### config.mk
export PLATFORM = sky130hd
export DESIGN_NAME = button_conditioner_flat
export DESIGN_NICKNAME = d
export VERILOG_FILES = /design/src/rtl/reaction_timer_pkg.sv /design/src/rtl/button_conditioner_if.sv /design/src/rtl/btn_debounce_channel.sv /design/src/rtl/button_conditioner.sv /design/src/flat_wrapper.sv
export SDC_FILE = /design/constraint.sdc
export NUM_CORES = 1
export LEC_CHECK = 0
export ABC_AREA = 1
export CAP_MARGIN = 5
export CORE_ASPECT_RATIO = 1.75
export CORE_MARGIN = 8
export CORE_UTILIZATION = 57
export CTS_CLUSTER_DIAMETER = 50
export DETAILED_ROUTE_END_ITERATION = 8
export PLACE_DENSITY = 0.76
export SLEW_MARGIN = 10
export SYNTH_ARGS = -nofsm -noshare
export SYNTH_HDL_FRONTEND = slang
export SYNTH_SLANG_ARGS = --single-unit
### constraint.sdc
create_clock -name clk -period 1.71 [get_ports clk]
set_input_delay 0.342 -clock clk [delete_from_list [all_inputs] [get_ports clk]]
set_output_delay 0.342 -clock clk [all_outputs]
set_load 0.01 [all_outputs]
### src/rtl/reaction_timer_pkg.sv
// Shared constants and helpers for the reaction-timer board design.
//
// Contents:
//   NUM_BTNS_DEFAULT  number of board push-buttons
//   CLK_HZ_DEFAULT    board system clock frequency in Hz
//   ms_to_cycles()    milliseconds to clock cycles. The clock dividers use it too.
package reaction_timer_pkg;

    localparam int NUM_BTNS_DEFAULT = 4;
    localparam int CLK_HZ_DEFAULT   = 100_000_000;

    // Divide first so that large clock rates stay inside 32-bit range.
    function automatic int ms_to_cycles(input int hz, input int ms);
        return (hz / 1000) * ms;
    endfunction

endpackage

### src/rtl/button_conditioner_if.sv
// Button bundle between the board pins and the timer/state logic.
//
// Signals:
//   btn_raw      raw asynchronous pin levels, 1 = pressed (driven by master)
//   btn_level    debounced level per button
//   btn_press    1-cycle pulse on an accepted 0->1 transition
//   btn_release  1-cycle pulse on an accepted 1->0 transition
//   any_press    OR of btn_press
//   btn_long     1-cycle long-press pulse. It is 0 unless BTN_LONGPRESS_EN is defined.
// Modports:
//   master  pin side / consumer: drives btn_raw and observes the conditioned outputs
//   slave   the conditioner: reads btn_raw and drives the conditioned outputs
interface button_conditioner_if
    import reaction_timer_pkg::*;
#(
    parameter int NUM_BTNS = NUM_BTNS_DEFAULT
);
    logic [NUM_BTNS-1:0] btn_raw;
    logic [NUM_BTNS-1:0] btn_level;
    logic [NUM_BTNS-1:0] btn_press;
    logic [NUM_BTNS-1:0] btn_release;
    logic                any_press;
    logic [NUM_BTNS-1:0] btn_long;

    modport master (
        output btn_raw,
        input  btn_level, btn_press, btn_release, any_press, btn_long
    );

    modport slave (
        input  btn_raw,
        output btn_level, btn_press, btn_release, any_press, btn_long
    );
endinterface

### src/rtl/btn_debounce_channel.sv
// One push-button channel. It synchronizes the raw pin and debounces the
// synchronized value. It outputs a registered level plus press and release pulses.
// When BTN_LONGPRESS_EN is defined, a hold counter also raises a single
// long-press pulse per hold.
//
// Ports:
//   clk          system clock
//   ck_rst       synchronous reset, active-high. It clears every flop in the channel.
//   btn_raw      asynchronous raw pin, 1 = pressed
//   btn_level    debounced level
//   btn_press    1-cycle pulse on an accepted 0->1 transition
//   btn_release  1-cycle pulse on an accepted 1->0 transition
//   btn_long     1-cycle pulse after LONG_CYCLES of held level. It is 0 without BTN_LONGPRESS_EN.
module btn_debounce_channel #(
    parameter int SYNC_STAGES = 2,
    parameter int DB_CYCLES   = 4,
    parameter int LONG_CYCLES = 20
) (
    input  logic clk,
    input  logic ck_rst,
    input  logic btn_raw,
    output logic btn_level,
    output logic btn_press,
    output logic btn_release,
    output logic btn_long
);

    if (SYNC_STAGES < 2) begin : g_sync_chk
        $error("btn_debounce_channel: SYNC_STAGES must be >= 2");
    end
    if (DB_CYCLES < 2) begin : g_db_chk
        $error("btn_debounce_channel: DB_CYCLES must be >= 2");
    end
    if (LONG_CYCLES < 1) begin : g_long_chk
        $error("btn_debounce_channel: LONG_CYCLES must be >= 1");
    end

    localparam int            CW       = $clog2(DB_CYCLES);
    localparam logic [CW-1:0] CNT_LAST = CW'(DB_CYCLES - 1);

    logic [SYNC_STAGES-1:0] sync_p0;
    logic                   s;
    logic [CW-1:0]          cnt;

    assign s = sync_p0[SYNC_STAGES-1];

    // Stage p0: synchronizer chain. The raw pin enters bit 0 and s is the last flop.
    // The debounce stage that follows requires DB_CYCLES consecutive disagreeing
    // samples. A single agreeing sample restarts the count. On acceptance the counter
    // is cleared, so it never has to hold DB_CYCLES itself.
    always_ff @(posedge clk) begin
        if (ck_rst) begin
            sync_p0     <= '0;
            cnt         <= '0;
            btn_level   <= 1'b0;
            btn_press   <= 1'b0;
            btn_release <= 1'b0;
        end else begin
            sync_p0     <= {sync_p0[SYNC_STAGES-2:0], btn_raw};
            btn_press   <= 1'b0;
            btn_release <= 1'b0;
            if (s == btn_level) begin
                cnt <= '0;
            end else if (cnt == CNT_LAST) begin
                btn_level   <= s;
                cnt         <= '0;
                btn_press   <= s;
                btn_release <= ~s;
            end else begin
                cnt <= cnt + 1'b1;
            end
        end
    end

`ifdef BTN_LONGPRESS_EN
    localparam int            HW        = $clog2(LONG_CYCLES + 1);
    localparam logic [HW-1:0] HOLD_MAX  = HW'(LONG_CYCLES);
    localparam logic [HW-1:0] HOLD_FIRE = HW'(LONG_CYCLES - 1);

    logic [HW-1:0] hold;

    // The counter saturates, so HOLD_FIRE is passed only once per hold.
    function automatic logic [HW-1:0] sat_inc(input logic [HW-1:0] v);
        return (v == HOLD_MAX) ? v : v + 1'b1;
    endfunction

    // Hold stage: counts cycles of debounced level high.
    always_ff @(posedge clk) begin
        if (ck_rst) begin
            hold     <= '0;
            btn_long <= 1'b0;
        end else begin
            btn_long <= btn_level && (hold == HOLD_FIRE);
            hold     <= btn_level ? sat_inc(hold) : '0;
        end
    end
`else
    assign btn_long = 1'b0;
`endif

endmodule

### src/rtl/button_conditioner.sv
// Conditions the raw board push-buttons before they reach the timer and state
// FSMs. Each button goes through its own synchronizer/debouncer channel.
// any_press merges the per-button press pulses.
// Optional feature macro: BTN_LONGPRESS_EN enables the long-press pulse. Without
// it, btn_long is tied to 0.
//
// Ports:
//   clk     system clock
//   ck_rst  synchronous reset, active-high
//   bus     button_conditioner_if.slave. It carries btn_raw in, and btn_level,
//           btn_press, btn_release, any_press and btn_long out.
module button_conditioner
    import reaction_timer_pkg::*;
#(
    parameter int NUM_BTNS    = NUM_BTNS_DEFAULT,
    parameter int CLK_HZ      = CLK_HZ_DEFAULT,
    parameter int DEBOUNCE_MS = 10,
    parameter int SYNC_STAGES = 2,
    parameter int LONG_MS     = 1000
) (
    input  logic                 clk,
    input  logic                 ck_rst,
    button_conditioner_if.slave  bus
);

    localparam int DB_CYCLES   = ms_to_cycles(CLK_HZ, DEBOUNCE_MS);
    localparam int LONG_CYCLES = ms_to_cycles(CLK_HZ, LONG_MS);

    if (DB_CYCLES < 2) begin : g_db_chk
        $error("button_conditioner: DB_CYCLES = CLK_HZ/1000*DEBOUNCE_MS must be >= 2");
    end

    logic [NUM_BTNS-1:0] level;
    logic [NUM_BTNS-1:0] press;
    logic [NUM_BTNS-1:0] rel;
    logic [NUM_BTNS-1:0] lng;

    for (genvar i = 0; i < NUM_BTNS; i++) begin : g_ch
        btn_debounce_channel #(
            .SYNC_STAGES (SYNC_STAGES),
            .DB_CYCLES   (DB_CYCLES),
            .LONG_CYCLES (LONG_CYCLES)
        ) u_ch (
            .clk         (clk),
            .ck_rst      (ck_rst),
            .btn_raw     (bus.btn_raw[i]),
            .btn_level   (level[i]),
            .btn_press   (press[i]),
            .btn_release (rel[i]),
            .btn_long    (lng[i])
        );
    end

    assign bus.btn_level   = level;
    assign bus.btn_press   = press;
    assign bus.btn_release = rel;
    assign bus.btn_long    = lng;
    // The press pulses are already registered, so this OR lines up with them cycle for cycle.
    assign bus.any_press   = |press;

endmodule

### src/flat_wrapper.sv
// flat-port wrapper written by rule: the top's interface ports become plain ports
module button_conditioner_flat import reaction_timer_pkg::*;
#(
    parameter int NUM_BTNS    = NUM_BTNS_DEFAULT,
    parameter int CLK_HZ      = CLK_HZ_DEFAULT,
    parameter int DEBOUNCE_MS = 10,
    parameter int SYNC_STAGES = 2,
    parameter int LONG_MS     = 1000
)
  (clk, ck_rst, bus_btn_raw, bus_btn_level, bus_btn_press, bus_btn_release, bus_any_press, bus_btn_long);
  button_conditioner_if #(.NUM_BTNS(NUM_BTNS)) bus_i ();
  input  logic clk;
  input  logic ck_rst;
  input wire logic [$bits(bus_i.btn_raw)-1:0] bus_btn_raw;
  output wire logic [$bits(bus_i.btn_level)-1:0] bus_btn_level;
  output wire logic [$bits(bus_i.btn_press)-1:0] bus_btn_press;
  output wire logic [$bits(bus_i.btn_release)-1:0] bus_btn_release;
  output wire logic [$bits(bus_i.any_press)-1:0] bus_any_press;
  output wire logic [$bits(bus_i.btn_long)-1:0] bus_btn_long;
  assign bus_i.btn_raw = bus_btn_raw;
  assign bus_btn_level = bus_i.btn_level;
  assign bus_btn_press = bus_i.btn_press;
  assign bus_btn_release = bus_i.btn_release;
  assign bus_any_press = bus_i.any_press;
  assign bus_btn_long = bus_i.btn_long;
  button_conditioner #(.NUM_BTNS(NUM_BTNS), .CLK_HZ(CLK_HZ), .DEBOUNCE_MS(DEBOUNCE_MS), .SYNC_STAGES(SYNC_STAGES), .LONG_MS(LONG_MS)) u_core (.clk(clk), .ck_rst(ck_rst), .bus(bus_i));
endmodule
After elaboration in Yosys (flattened, before gate mapping):

Cells that the tools add are included.
W data, S select, Z words.

* register bits: 100
* bits of input ports: 6
* output and inout port bits: 17
* logic and storage cells: 57

* add/subtract/negate cells: 4
* equal/unequal tests: 8
* bitwise logic cells: 12
* reduce and logical (&&, ||, !) cells: 13

Operator list (number)
* $add A20 B1 Y20 const B: 4
* $eq A20 B20 Y1 const B: 4
* $reduce_or A3 Y1: 8
* $not A1 Y1: 12
* $reduce_and A2 Y1: 4
* $eq A1 B1 Y1: 4
* $reduce_or A4 Y1: 1

Longest topological paths before layout:

* word-level depth: 3
* depth in mapped cells: 9

By module:

Synthesis repeated with hierarchy kept, for this count alone.

* cells, all modules: 711
* area total of the unflattened synthesis: 5011.1 sq um

Modules (own cells, without submodules)
* btn_debounce_channel: times used 4, cells each 177, area an instance 1249.9 sq um
* button_conditioner: times used 1, cells each 3, area an instance 11.3 sq um

Worst setup path after synthesis:

No wires, ideal clock.

* path kind: flip-flop to flip-flop
* start: reg u_core.g_ch[2].u_ch.cnt[0]
* end: reg u_core.g_ch[2].u_ch.cnt[17]
* setup time: 111 ps
* arrival time: 1297 ps
* required time: 1599 ps
* path slack: 301 ps
* cell stages (with the launch flop): 8
* buffers on the path: 1
* period minus slack after synthesis: 1409 ps
* cells stage by stage: dfxtp_1 ha_1 nand3_2 inv_1 nand3_2 o21ai_4 buf_12 nor2_2

* word-level cells in the longest chain between the ends: 2
* elaborated cells between the ends (all ways): 3

RTL lines
* start: declaration: line btn_debounce_channel.sv:43 `logic [CW-1:0] cnt;`
* start signal: assignment: line btn_debounce_channel.sv:70 `cnt <= cnt + 1'b1;`
* parallel branches: the longest is 2 deep, another holds $add A20 B1 Y20

Parallel ways; which one is timed is not known.
A chain may end at the register's enable or synchronous reset.

Final worst setup path:

* start: reg u_core.g_ch[2].u_ch.btn_press
* end: out bus_any_press

* word-level cells in the longest chain between the ends: 1

RTL lines
* start: declaration: line btn_debounce_channel.sv:23 `output logic btn_press,`
* start signal: assignment: line btn_debounce_channel.sv:67 `btn_press <= s;`
* $reduce_or A4 Y1: line button_conditioner.sv:59 `assign bus.any_press = |press;`
* end: declaration: line flat_wrapper.sv:18 `output wire logic [$bits(bus_i.any_press)-1:0] bus_any_press;`

No other way between the ends.

==> results.py <==
metrics = {
    "worst_setup_path": {
        "crit_path_start": "u_core.g_ch[2].u_ch.btn_press$_SDFF_PP0_",
        "rr_startpoint": "u_core.g_ch[2].u_ch.cnt[0]$_SDFF_PP0_",
        "crit_path_end_kind": "output pin",
        "cp.arrival_ns": 1.31,
        "crit_fanout": 2,
        "cp_data_required_time_ns": 1.37,
        "critPathLaunchType": "flop",
        "worst-setup-path-type": "reg2out",
    },
    "layout": {
        "syn2layout_area_growth_pct": 12.21,
        "drive_above_1_share": 0.07891,
        "nets": 778,
        "fin_cells": 890,
        "n_antenna_cell": 0,
        "n_fill_cell": 761,
    },
    "floorplan": {
        "die_x_um": 86.75,
        "start_util": 0.5795,
        "coreArea_um2": 8615,
        "die-area_um2": 12130,
        "rows": 45,
        "die_h_um": 139.8,
        "num_io_pins": 23,
    },
    "timing": {
        "period_needed_ns": 1.648,
        "setup_viol": 0,
        "rsz0062_at_grt": "false",
        "finalHoldViolCount": 0,
        "clock.fmax_mhz": 606.8,
        "period_share": 0.9638,
        "tns_ns": 0,
        "skew_ns": 0.004422,
        "final_max_slew_viol_count": 0,
    },
    "detailed_routing": {
        "ant_nets": 0,
        "wire_per_inst_um": 12.31,
        "drtIter0Drc": 175,
        "vias": 4561,
        "viasPerCell": 5.125,
        "firstDrtPassIters": 5,
        "routed_wl_um": 10960,
        "drc": 0,
    },
    "cts": {
        "htree_levels": 3,
        "cts_root_buf": "clkbuf_16",
        "clk_path_buf_depth": 2,
        "cts_hold_buf": 0,
        "cts_sinks": 100,
        "cts_buffers": 9,
        "cts_tree": "built",
        "clock_latency_ns": 0.33,
        "clk_pin_slew_ns": 0.06,
    },
    "power": {
        "power.leakage_nw": 1.809,
        "ir_drop_v": 0.0005472,
        "powerDensity_nw_per_um2": 757.1,
    },
    "grt": {
        "grtUsageTotal": 0.1889,
        "grt_pass1_vias": 4432,
        "grt_overflow": 0,
        "antenna_found_initial": 0,
        "grt_pass1_wl_um": 18700,
        "grt_start_max_net_pins": 21,
    },
    "placement": {
        "dp.cells": 873,
        "place_congestion": 0.9267,
        "dp_hpwl_um": 8454,
        "io_buffers": 18,
    },
    "logic_synthesis": {
        "seq_area_frac_synth": 0.4010,
        "synth.avg_cell_area_um2": 6.737,
        "yosysWarnings": 0,
        "ys_ff_latch": 100,
        "synth_area_um2": 4992,
        "synthCells": 741,
        "ys_types": 33,
    },
    "min_path": {
        "hold_path_class": "reg2reg",
        "min_from": "u_core.g_ch[2].u_ch.sync_p0[0]$_SDFF_PP0_",
    },
    "job": {
        "max-cap-violations": 0,
    },
    "status": {
        "outcome": "finished clean",
    },
}
## worst paths after layout
check	cells after the start	end	slack, ns
worst min-delay path	2	u_core.g_ch[2].u_ch.sync_p0[1]$_SDFF_PP0_	0.40
worst max register to register	7	u_core.g_ch[2].u_ch.cnt[14]$_SDFF_PP0_	0.15
worst max-delay path	2	bus_any_press	0.06
worst min register to register	2	u_core.g_ch[2].u_ch.sync_p0[1]$_SDFF_PP0_	0.40
## state kept, by name, summed over array words and instances, names as in the netlist
name                          cells
u_core.g_ch.u_ch.btn_press        4
u_core.g_ch.u_ch.btn_release      4
u_core.g_ch.u_ch.btn_level        4
u_core.g_ch.u_ch.cnt             80
u_core.g_ch.u_ch.sync_p0          8
## cells by family after synthesis
kind of cell / count (synthesis) / share of synthesized area
AOI/OAI and AO/OA: 46 / 0.04912
buffers and inverters: 109 / 0.09975
xor gates and xnor gates: 36 / 0.06316
other: 1 / 0.0007512
and+or+nand+nor: 445 / 0.3762
adders and majority gates: 4 / 0.01003
DFF: 100 / 0.4010
## repair_timing
item	in CTS	in global routing
setup endpoints to repair	2	20
gates resized for setup	5	1
pin swaps	0	1
gates cloned	0	0
setup buffers	0	1
## area by class of cell
class	instances	area (µm²)	share of cell area
Clock buffer	12	236.5	0.04222
Sequential cell	100	2003	0.3576
Inverter	86	322.8	0.05763
Timing Repair Buffer	36	360.3	0.06433
Clock inverter	4	26.28	0.004691
Multi-Input combinational cell	535	2506	0.4474
Tap cell	117	146.4	0.02613
## layout by cell type (no fill, tap or decap), types with 7 or more instances in the layout
| cell type | netlist | layout |
|---|---|---|
| xnor2_1 | 15 | 15 |
| nand4_1 | 11 | 11 |
| nor2_1 | 169 | 168 |
| xor2_1 | 21 | 21 |
| nor3_1 | 7 | 7 |
| a21oi_1 | 30 | 30 |
| nand3_1 | 47 | 47 |
| clkdlybuf4s50_1 | 0 | 17 |
| buf_4 | 16 | 14 |
| nand2_1 | 176 | 176 |
| dfxtp_1 | 100 | 99 |
| o21ai_0 | 14 | 14 |
| clkbuf_16 | 0 | 9 |
| nor2_2 | 13 | 14 |
| inv_1 | 85 | 85 |
## metrics by stage
step,area [µm²],power [mW],hold slack (ns),worst slack (ns),util
4_1_cts,5579,4.289,0.4059,0.02104,0.6476
5_1_grt,5602,4.396,0.4269,0.004925,0.6503
3_5_place_dp,5320,2.484,0.3951,-0.009289,0.6176
6_report,5602,4.241,0.3985,0.06198,0.6503
2_1_floorplan,5004,2.452,0.3883,0.3015,-
3_3_place_gp,5320,2.483,0.3981,0.04728,0.6176
## report_power, final
part	switching [mW]	internal (mW)	total [mW]
registers	0.00491	2.34	2.34
logic	0.0487	0.0404	0.0891
clock network	0.822	0.985	1.81
## cell usage after synthesis (all sizes together)
| cell | instances | share of area |
|---|---|---|
| a21oi | 31 | 0.032 |
| and2 | 1 | 0.0013 |
| and3 | 2 | 0.0025 |
| buf | 22 | 0.034 |
| clkbuf | 1 | 0.00075 |
| conb | 1 | 0.00075 |
| dfxtp | 100 | 0.40 |
| ha | 4 | 0.010 |
| inv | 86 | 0.065 |
| nand2 | 178 | 0.13 |
| nand3 | 51 | 0.055 |
| nand3b | 2 | 0.0030 |
| nand4 | 11 | 0.014 |
| nor2 | 183 | 0.15 |
| nor3 | 7 | 0.0070 |
| nor3b | 1 | 0.0015 |
| nor4 | 1 | 0.0013 |
| o21ai | 15 | 0.017 |
| or2 | 7 | 0.0088 |
| or4 | 1 | 0.0015 |
| xnor2 | 15 | 0.026 |
| xor2 | 21 | 0.037 |
## worst max-delay path: stages, from the launching register on
cell	delay, ns
dfxtp_1	0.31
or4_1	0.51
buf_2	0.15
## per-layer routing
metal  vias to the layer above  GRT usage  routed length, µm
met5                         -          0                  0
met4                         0     0.1251                571
met3                        45    0.02889                355
met2                       101     0.3564               5999
met1                      2082     0.1779               4029
li1                       2333          -                  -
Note: power is estimated with default switching activity, not from simulation.
